## config.mk

```make
export PLATFORM = sky130hd
export DESIGN_NAME = div_unit_flat
export DESIGN_NICKNAME = d
export VERILOG_FILES = /design/src/rtl/div_unit_if.sv /design/src/rtl/div_unit.sv /design/src/flat_wrapper.sv
export SDC_FILE = /design/constraint.sdc
export NUM_CORES = 1
export LEC_CHECK = 0
export ABC_AREA = 1
export CORE_UTILIZATION = 49
export CTS_CLUSTER_DIAMETER = 150
export CTS_CLUSTER_SIZE = 24
export DETAILED_ROUTE_END_ITERATION = 10
export HOLD_SLACK_MARGIN = 0.05
export PLACE_DENSITY = 0.7
export SLEW_MARGIN = 20
export SYNTH_ARGS = -nofsm -noshare
export SYNTH_HDL_FRONTEND = slang
export SYNTH_SLANG_ARGS = --single-unit
```

## constraint.sdc

```tcl
create_clock -name clk -period 10.2 [get_ports clk]
set_input_delay 2.04 -clock clk [delete_from_list [all_inputs] [get_ports clk]]
set_output_delay 2.04 -clock clk [all_outputs]
set_load 0.01 [all_outputs]
```

## src/rtl/div_unit_if.sv

```systemverilog
// Execute-stage divider bus: operands and controls from Execute, stall and result back.
// start is held while the divide sits in E; ready pulses once with result; stall_req holds F/D/E meanwhile.
interface div_unit_if #(
   parameter int WIDTH = 32
);
   logic                 start;
   logic                 signed_div;
   logic [WIDTH-1:0]     dividend;
   logic [WIDTH-1:0]     divisor;
   logic                 annul;
   logic                 stall_req;
   logic                 ready;
   logic [2*WIDTH-1:0]   result;

   modport master (
      output start, signed_div, dividend, divisor, annul,
      input  stall_req, ready, result
   );

   modport slave (
      input  start, signed_div, dividend, divisor, annul,
      output stall_req, ready, result
   );
endinterface

```

## src/rtl/div_unit.sv

```systemverilog
// Radix-2 restoring divider for MIPS DIV/DIVU; one quotient bit per cycle.
// Result layout is {remainder (HI), quotient (LO)}; divide by zero yields {dividend, all-ones}.
module div_unit #(
   parameter int WIDTH = 32
) (
   input  logic        clk,
   input  logic        rst,
   div_unit_if.slave   bus,
   output logic [1:0]  dbgState
);
   localparam int CW = $clog2(WIDTH);

   typedef enum logic [1:0] {
      FREE    = 2'd0,
      BY_ZERO = 2'd1,
      ON      = 2'd2,
      END     = 2'd3
   } divState_e;

   divState_e state, nextState;

   logic [CW-1:0]      count;
   logic [WIDTH-1:0]   remReg, quoReg, divReg;
   logic               negQ, negR;
   logic [2*WIDTH-1:0] resultReg;

   logic               accept, lastIter;
   logic [WIDTH-1:0]   absDividend, absDivisor;
   logic [WIDTH:0]     shifted, trial;
   logic               fits;
   logic [WIDTH-1:0]   nextRem, nextQuo, finalRem, finalQuo;

   assign accept   = bus.start & ~bus.annul;
   assign lastIter = (count == CW'(WIDTH - 1));

   // In signed mode the magnitudes are divided and signs reapplied on the way out.
   assign absDividend = (bus.signed_div && bus.dividend[WIDTH-1]) ?
                        (WIDTH'(0) - bus.dividend) : bus.dividend;
   assign absDivisor  = (bus.signed_div && bus.divisor[WIDTH-1]) ?
                        (WIDTH'(0) - bus.divisor) : bus.divisor;

   assign shifted  = {remReg, quoReg[WIDTH-1]};
   assign trial    = shifted - {1'b0, divReg};
   assign fits     = ~trial[WIDTH];
   assign nextRem  = fits ? trial[WIDTH-1:0] : shifted[WIDTH-1:0];
   assign nextQuo  = {quoReg[WIDTH-2:0], fits};
   assign finalRem = negR ? (WIDTH'(0) - nextRem) : nextRem;
   assign finalQuo = negQ ? (WIDTH'(0) - nextQuo) : nextQuo;

   always_ff @(posedge clk or posedge rst) begin
      if (rst) state <= FREE;
      else     state <= nextState;
   end

   always_comb begin
      nextState = state;
      case (state)
         FREE:    if (accept) nextState = (bus.divisor == '0) ? BY_ZERO : ON;
         ON:      if (lastIter) nextState = END;
         BY_ZERO: nextState = END;
         END:     nextState = FREE;
         default: nextState = FREE;
      endcase
      if (bus.annul) nextState = FREE;
   end

   // Reset gates the stall combinationally so the pipeline is released the moment rst rises.
   always_comb begin
      bus.stall_req = 1'b0;
      bus.ready     = 1'b0;
      if (!rst && !bus.annul) begin
         bus.stall_req = ((state == FREE) && bus.start) || (state == ON) || (state == BY_ZERO);
         bus.ready     = (state == END);
      end
   end

   always_ff @(posedge clk or posedge rst) begin
      if (rst) begin
         count     <= '0;
         remReg    <= '0;
         quoReg    <= '0;
         divReg    <= '0;
         negQ      <= 1'b0;
         negR      <= 1'b0;
         resultReg <= '0;
      end else if (!bus.annul) begin
         case (state)
            FREE: if (bus.start) begin
               count  <= '0;
               remReg <= '0;
               quoReg <= absDividend;
               divReg <= absDivisor;
               negQ   <= bus.signed_div & (bus.dividend[WIDTH-1] ^ bus.divisor[WIDTH-1]);
               negR   <= bus.signed_div & bus.dividend[WIDTH-1];
            end
            ON: begin
               remReg <= nextRem;
               quoReg <= nextQuo;
               count  <= count + CW'(1);
               if (lastIter) resultReg <= {finalRem, finalQuo};
            end
            BY_ZERO: resultReg <= {quoReg, {WIDTH{1'b1}}};
            default: ;
         endcase
      end
   end

   assign bus.result = resultReg;
   assign dbgState   = state;
endmodule
```

## src/flat_wrapper.sv

```systemverilog
// flat-port wrapper written by rule: the top's interface ports become plain ports
module div_unit_flat 
#(
   parameter int WIDTH = 32
)
  (clk, rst, dbgState, bus_start, bus_signed_div, bus_dividend, bus_divisor, bus_annul, bus_stall_req, bus_ready, bus_result);
  div_unit_if #(.WIDTH(WIDTH)) bus_i ();
  input  logic clk;
  input  logic rst;
  output logic [1:0] dbgState;
  input wire logic [$bits(bus_i.start)-1:0] bus_start;
  input wire logic [$bits(bus_i.signed_div)-1:0] bus_signed_div;
  input wire logic [$bits(bus_i.dividend)-1:0] bus_dividend;
  input wire logic [$bits(bus_i.divisor)-1:0] bus_divisor;
  input wire logic [$bits(bus_i.annul)-1:0] bus_annul;
  output wire logic [$bits(bus_i.stall_req)-1:0] bus_stall_req;
  output wire logic [$bits(bus_i.ready)-1:0] bus_ready;
  output wire logic [$bits(bus_i.result)-1:0] bus_result;
  assign bus_i.start = bus_start;
  assign bus_i.signed_div = bus_signed_div;
  assign bus_i.dividend = bus_dividend;
  assign bus_i.divisor = bus_divisor;
  assign bus_i.annul = bus_annul;
  assign bus_stall_req = bus_i.stall_req;
  assign bus_ready = bus_i.ready;
  assign bus_result = bus_i.result;
  div_unit #(.WIDTH(WIDTH)) u_core (.clk(clk), .rst(rst), .bus(bus_i), .dbgState(dbgState));
endmodule
```

==> results of run 1 <==
-- area by class of cell --
type	instances	area [sq um]
fill	2706	11340
multi-input combinational	1594	7828
sequential	169	4229
timing repair buffer	149	1471
inverter	338	1274
tap	372	465.4
clock buffer	18	429.2
clock inverter	14	136.4
-- per-layer routing --
metal | GRT usage | up-vias | share of wire
met4 | 0.09407 | 0 | 0.024
met3 | 0.04723 | 67 | 0.067
met1 | 0.4523 | 6481 | 0.47
li1 | - | 7097 | -
met5 | 0 | - | 0
met2 | 0.4862 | 538 | 0.44
-- worst max-delay path: cells and delay by family --
kind / cells / cell delay (ps)
and+or+nand+nor: 1 / 140
AOI/OAI and AO/OA: 1 / 170
buffers and inverters: 3 / 1380
-- through the flow --
stage            util  cell area, sq um  hold WS [ps]  setup WS [ps]  std cells
2_1_floorplan       -             13660         453.0           1960       2174
3_3_place_gp   0.5618             15270         464.0           4357       2622
3_5_place_dp   0.5618             15270         466.4           4368       2622
4_1_cts        0.5826             15830         484.2           4342       2654
5_1_grt        0.5826             15830         495.8           4258       2654
6_report       0.5826             15830         477.5           4369       2654
-- synth_stat cells (5+ instances only) --
library cell  count
o211ai_1          5
a31oi_1          21
buf_1             9
clkinv_1          5
dfrtp_1         169
o221ai_1          6
nor2_2            8
o21ai_0         147
o31ai_1           8
nand3b_1          9
inv_2             8
ha_1             42
nand2_2          14
nor3_1           23
nand2_4           6
inv_1           325
buf_4             7
a21oi_1          91
o21ai_1          12
nand3_1         146
clkbuf_1         47
buf_2             6
xor2_1           54
o22ai_1          39
xnor2_1           9
nor2_1          194
nand4_1          20
nand2_1         700
-- path summary, 6_finish.rpt --
| kind | endpoint | slack [ps] | cells past startpoint |
|---|---|---|---|
| hold / removal | u_core.bus.result[36] | 480 | 2 |
| max in group asynchronous | u_core.remReg[11] | 7110 | 3 |
| hold reg to reg | u_core.bus.result[36] | 480 | 2 |
| min in group asynchronous | u_core.remReg[19] | 2000 | 2 |
| setup reg to reg | u_core.bus.result[30] | 5010 | 29 |
| setup / recovery | bus_stall_req | 4370 | 5 |
-- cell families after synthesis --
group,Yosys count
and+or+nand+nor,1143
buffers and inverters,411
AOI/OAI and AO/OA,344
DFF,169
xor gates and xnor gates,63
adders and majority gates,43
muxes,1
-- flip-flops by register name (all words and copies together) (netlist names) --
register           flops
u_core.bus.result     64
u_core.divReg         32
u_core.quoReg         32
u_core.remReg         32
u_core.count           5
u_core.dbgState        2
u_core.negQ            1
u_core.negR            1
==> metrics.cfg, run 1 <==
[status]
status = completed

[synthesis]
synth-xor-area-share = 0.04040
synth_top_flop_cell = dfrtp_1
synth.area.mux_share = 0.0007329
synth-compound-area-share = 0.1401
synth_top_family_by_area = simple AND/OR/NAND/NOR gates
yosys.area_share.adder = 0.03994
synth-edff-count = 0
synth_area_leader_cell = dfrtp_1
post_synth.cell_area_avg_sq_um = 6.282
synth.top_cell.area_share = 0.3096
synth.distinct_cells = 49
ys_ff_latch = 169
yosys.area_share.simple = 0.3516
synth_nets = 2286
yosys_warnings = 0
ys_seq_area_frac = 0.3096
synth_area_leaders = dfrtp_1, nand2_1, inv_1, o21ai_0, nand3_1
async_reset_ff_frac = 1.000
syn_inst = 2174
synth_area_sq_um = 13660

[job]
cap_violations = 0

[finish]
final_common_cell = nand2_1
most-common-layout-cells = nand2_1, inv_1, nor2_1
nets = 2381
n_antenna_cell = 0
areaGrowthSynthToFinish_pct = 15.92
layout-drive-gt1-share = 0.04514

[timing]
finalCritPeriodShare = 0.5716
fin_skew_ps = 15.30
slew_headroom = 0.4485
hold_viol_final = 0
slew_violations = 0
worstMarginPinSlew_ps = 826.4
finalSetupViolCount = 0
fin_crit_ps = 5831
setup-tns-final_ps = 0
rsz0062_at_grt = no
fmax_ghz = 0.1715

[die]
dieArea_sq_um = 28550
initial_core_util = 0.5026
io-pin-count = 137
core_area_sq_um = 27180
num_rows = 60
die_x_microns = 169.0
die_h_microns = 169.0

[clock_network]
clock_path_buffers = 2
path_clk_slew_ps = 70
cts-buffers-inserted = 17
htreeDepth = 4
cts-root-buf = clkbuf_16
ctsResizeCount = 0
cts_tree = built
cts_post_setup_buffers_inserted = 0
worstSkewPairLatency_ps = 450
cts.sinks = 169
cts_hold_buf = 0

[setup_path]
crit_chain = clkdlybuf4s50_1 -> inv_6 -> nand2_1 -> a31oi_1 -> clkdlybuf4s50_1
arrival_ps = 3790
crit_path_start_kind = input port
timing.critical_path.fanout_max = 46
crit_path_top_delay_cell = clkdlybuf4s50_1
worstPathRequired_ps = 8160
cpPeakStageDelay_ps = 560
critPathKind = input port to output pin
critPathLaunch = rst
worst_path_most_repeated_cell = clkdlybuf4s50_1
r2r-start = u_core.quoReg[31]
end_kind = output pin

[routing]
drt_iter0_markers = 1538
wire_per_inst_microns = 16.53
wl_microns = 43870
drtAntennaViolNets = 0
vias = 14180
vias_per_cell = 5.344
drt_first_pass_iters = 6
drc_errors = 0

[global_route]
grt_max_degree = 126
grt_antenna_before_repair = 0
gr-total-overflow = 0
grt_use_total = 0.3146
grt_pass1_wl_microns = 69570
grt_pass1_vias = 13010

[placed_design]
io_buffers = 136
place_congestion = 0.9434
post-dp-hpwl_microns = 33710

[worst_hold_path]
hold_class = flip-flop to flip-flop
holdCritStartpoint = u_core.bus.result[36]

Power of run 1 is not shown: default switching activity piles up to over one toggle a cycle in this logic, so the estimate is an artifact.
==> inputs of run 2 (changes only) <==
--- a/config.mk
+++ b/config.mk
@@ -11,7 +11,7 @@
 export CTS_CLUSTER_SIZE = 24
 export DETAILED_ROUTE_END_ITERATION = 10
 export HOLD_SLACK_MARGIN = 0.05
-export PLACE_DENSITY = 0.7
+export PLACE_DENSITY = 0.73
 export SLEW_MARGIN = 20
 export SYNTH_ARGS = -nofsm -noshare
 export SYNTH_HDL_FRONTEND = slang
==> constraint.sdc (replaced) <==
create_clock -name clk -period 4.99 [get_ports clk]
set_input_delay 0.998 -clock clk [delete_from_list [all_inputs] [get_ports clk]]
set_output_delay 0.998 -clock clk [all_outputs]
set_load 0.01 [all_outputs]
==> metrics.cfg, run 2 (synthesis gave the netlist of run 1 again) <==
[routing]
vias = 14380  ; +1.4%
drt_iter0_markers = 1443  ; -6.2%
drc_errors = 0  ; unchanged
wl_microns = 44640  ; +1.8%
drt_first_pass_iters = 6  ; unchanged
drtAntennaViolNets = 0  ; unchanged
vias_per_cell = 5.409  ; +1.2%
wire_per_inst_microns = 16.79  ; +1.6%

[setup_path]
crit_path_top_delay_cell = fa_1
arrival_ps = 4810  ; +1020 ps
endpoint = u_core.bus.result[28]
end_kind = flip-flop
r2r_slack_ps = 580  ; -4430 ps
critPathLaunch = u_core.quoReg[31]
crit_buf_inv = 5  ; +2
reg2reg_to = u_core.bus.result[28]
crit_path_start_kind = flip-flop
cp.depth = 30  ; +25
critPathKind = flip-flop to flip-flop
r2r-start = u_core.quoReg[31]
reg2reg_depth = 30  ; +3.4%
worstPathRequired_ps = 5390  ; -2770 ps
critPathTopFamily = simple AND/OR/NAND/NOR gates
cpPeakStageDelay_ps = 390  ; -170 ps
worst_path_most_repeated_cell = inv_1
timing.critical_path.fanout_max = 15  ; -67%

[finish]
n_antenna_cell = 0  ; unchanged
areaGrowthSynthToFinish_pct = 16.61
design_area_sq_um = 15930  ; +0.59%
layout-drive-gt1-share = 0.04766  ; +0.002525
nets = 2386  ; +0.21%
largest_reg_flops = 64  ; unchanged
most-common-layout-cells = nand2_1, inv_1, nor2_1
final_common_cell = nand2_1

[die]
dieArea_sq_um = 28550  ; unchanged
die_x_microns = 169.0  ; unchanged
core_area_sq_um = 27180  ; unchanged
initial_core_util = 0.5026  ; unchanged
die_h_microns = 169.0  ; unchanged
num_rows = 60  ; unchanged
io-pin-count = 137  ; unchanged

[timing]
slew_headroom = 0.2695  ; -0.1790
worstMarginPinSlew_ps = 1089  ; +262.7 ps
fin_skew_ps = 24.80  ; +9.507 ps
fin_crit_ps = 4411
rsz0062_at_grt = no
fmax_ghz = 0.2267
setup-tns-final_ps = 0  ; unchanged
layout_setup_ws_ps = 579.0  ; -3790 ps
slew_violations = 0  ; unchanged
hold_viol_final = 0  ; unchanged
finalSetupViolCount = 0  ; unchanged
finalCritPeriodShare = 0.8840

[global_route]
grt_pass1_wl_microns = 70790  ; +1.7%
grt_use_total = 0.3190  ; +0.004484
grt_pass1_vias = 13260  ; +1.9%
gr-total-overflow = 0  ; unchanged
grt_antenna_before_repair = 0  ; unchanged
grt_max_degree = 140  ; +11%

[clock_network]
clock_path_buffers = 2  ; unchanged
cts.sinks = 169  ; unchanged
path_clk_slew_ps = 90  ; +20 ps
cts_tree = built
cts-buffers-inserted = 17  ; unchanged
worstSkewPairLatency_ps = 450  ; about the same
htreeDepth = 4  ; unchanged
cts-root-buf = clkbuf_16

[placed_design]
dp_slack_ps = 547.5  ; -3820 ps
io_buffers = 136  ; unchanged
placed_area_sq_um = 15300  ; +0.24%
post-dp-hpwl_microns = 34460  ; +2.2%
place_congestion = 0.9868  ; +4.6%

[job]
cap_violations = 0  ; unchanged

[worst_hold_path]
hold_class = flip-flop to flip-flop

[status]
status = completed

==> run 2: cell count changes in the layout (fill, tap and decap cells not counted), sizes merged <==
cell	delta
clkinvlp	-1
clkinv	+3
inv	-2
buf	+5
==> run 2: layout make-up <==
cell class	count	area, sq um
fillers	2685	11250
multi-input cells	1594	7833
flip-flops and latches	169	4229
repair buffers	154	1509
inverters	338	1272
well taps	372	465.4
clock buffers	18	439.2
clock inverters	14	178.9
==> run 2: per-stage QoR <==
step | utilization | instances | hold slack (ps)
after floorplan | - | 2174 | 453.0
after global placement | 0.5631 | 2627 | 464.3
after detailed placement | 0.5631 | 2627 | 463.9
after global routing | 0.5861 | 2659 | 509.1
final | 0.5861 | 2659 | 478.0
after CTS | 0.5859 | 2659 | 484.2
==> run 2: worst register-to-register path: cells and delay by family, from the launching register on <==
kind | cells | cell delay, ps
AOI/OAI and AO/OA | 4 | 420
buffers and inverters | 5 | 430
and+or+nand+nor | 18 | 2460
adders and majority gates | 3 | 730
DFF | 1 | 360
==> run 2: layer usage <==
| metal | global-route usage | up-vias | share of wire |
|---|---|---|---|
| met5 | 0 | - | 0 |
| met4 | 0.08538 | 0 | 0.020 |
| met1 | 0.4632 | 6647 | 0.46 |
| li1 | - | 7093 | - |
| met2 | 0.5052 | 584 | 0.45 |
| met3 | 0.03133 | 58 | 0.078 |
==> run 2: what timing repair did <==
action | CTS | global route
setup endpoints to repair | 0 | 2
resized for setup | 0 | 1
hold buffers | 0 | 0
buffers inserted | 0 | 0
==> run 2: how the worst min path moves through the flow <==
stage                           from  depth (start not counted)                    end  slack, ps
5_1_grt        u_core.bus.result[37]                          2  u_core.bus.result[37]        510
2_1_floorplan      u_core.divReg[10]                          2      u_core.divReg[10]        450
4_1_cts        u_core.bus.result[43]                          2  u_core.bus.result[43]        480
3_5_place_dp   u_core.bus.result[62]                          2  u_core.bus.result[62]        460
6_report       u_core.bus.result[43]                          2  u_core.bus.result[43]        480
3_3_place_gp   u_core.bus.result[39]                          2  u_core.bus.result[39]        460
Power of run 2 is left out for the same reason.
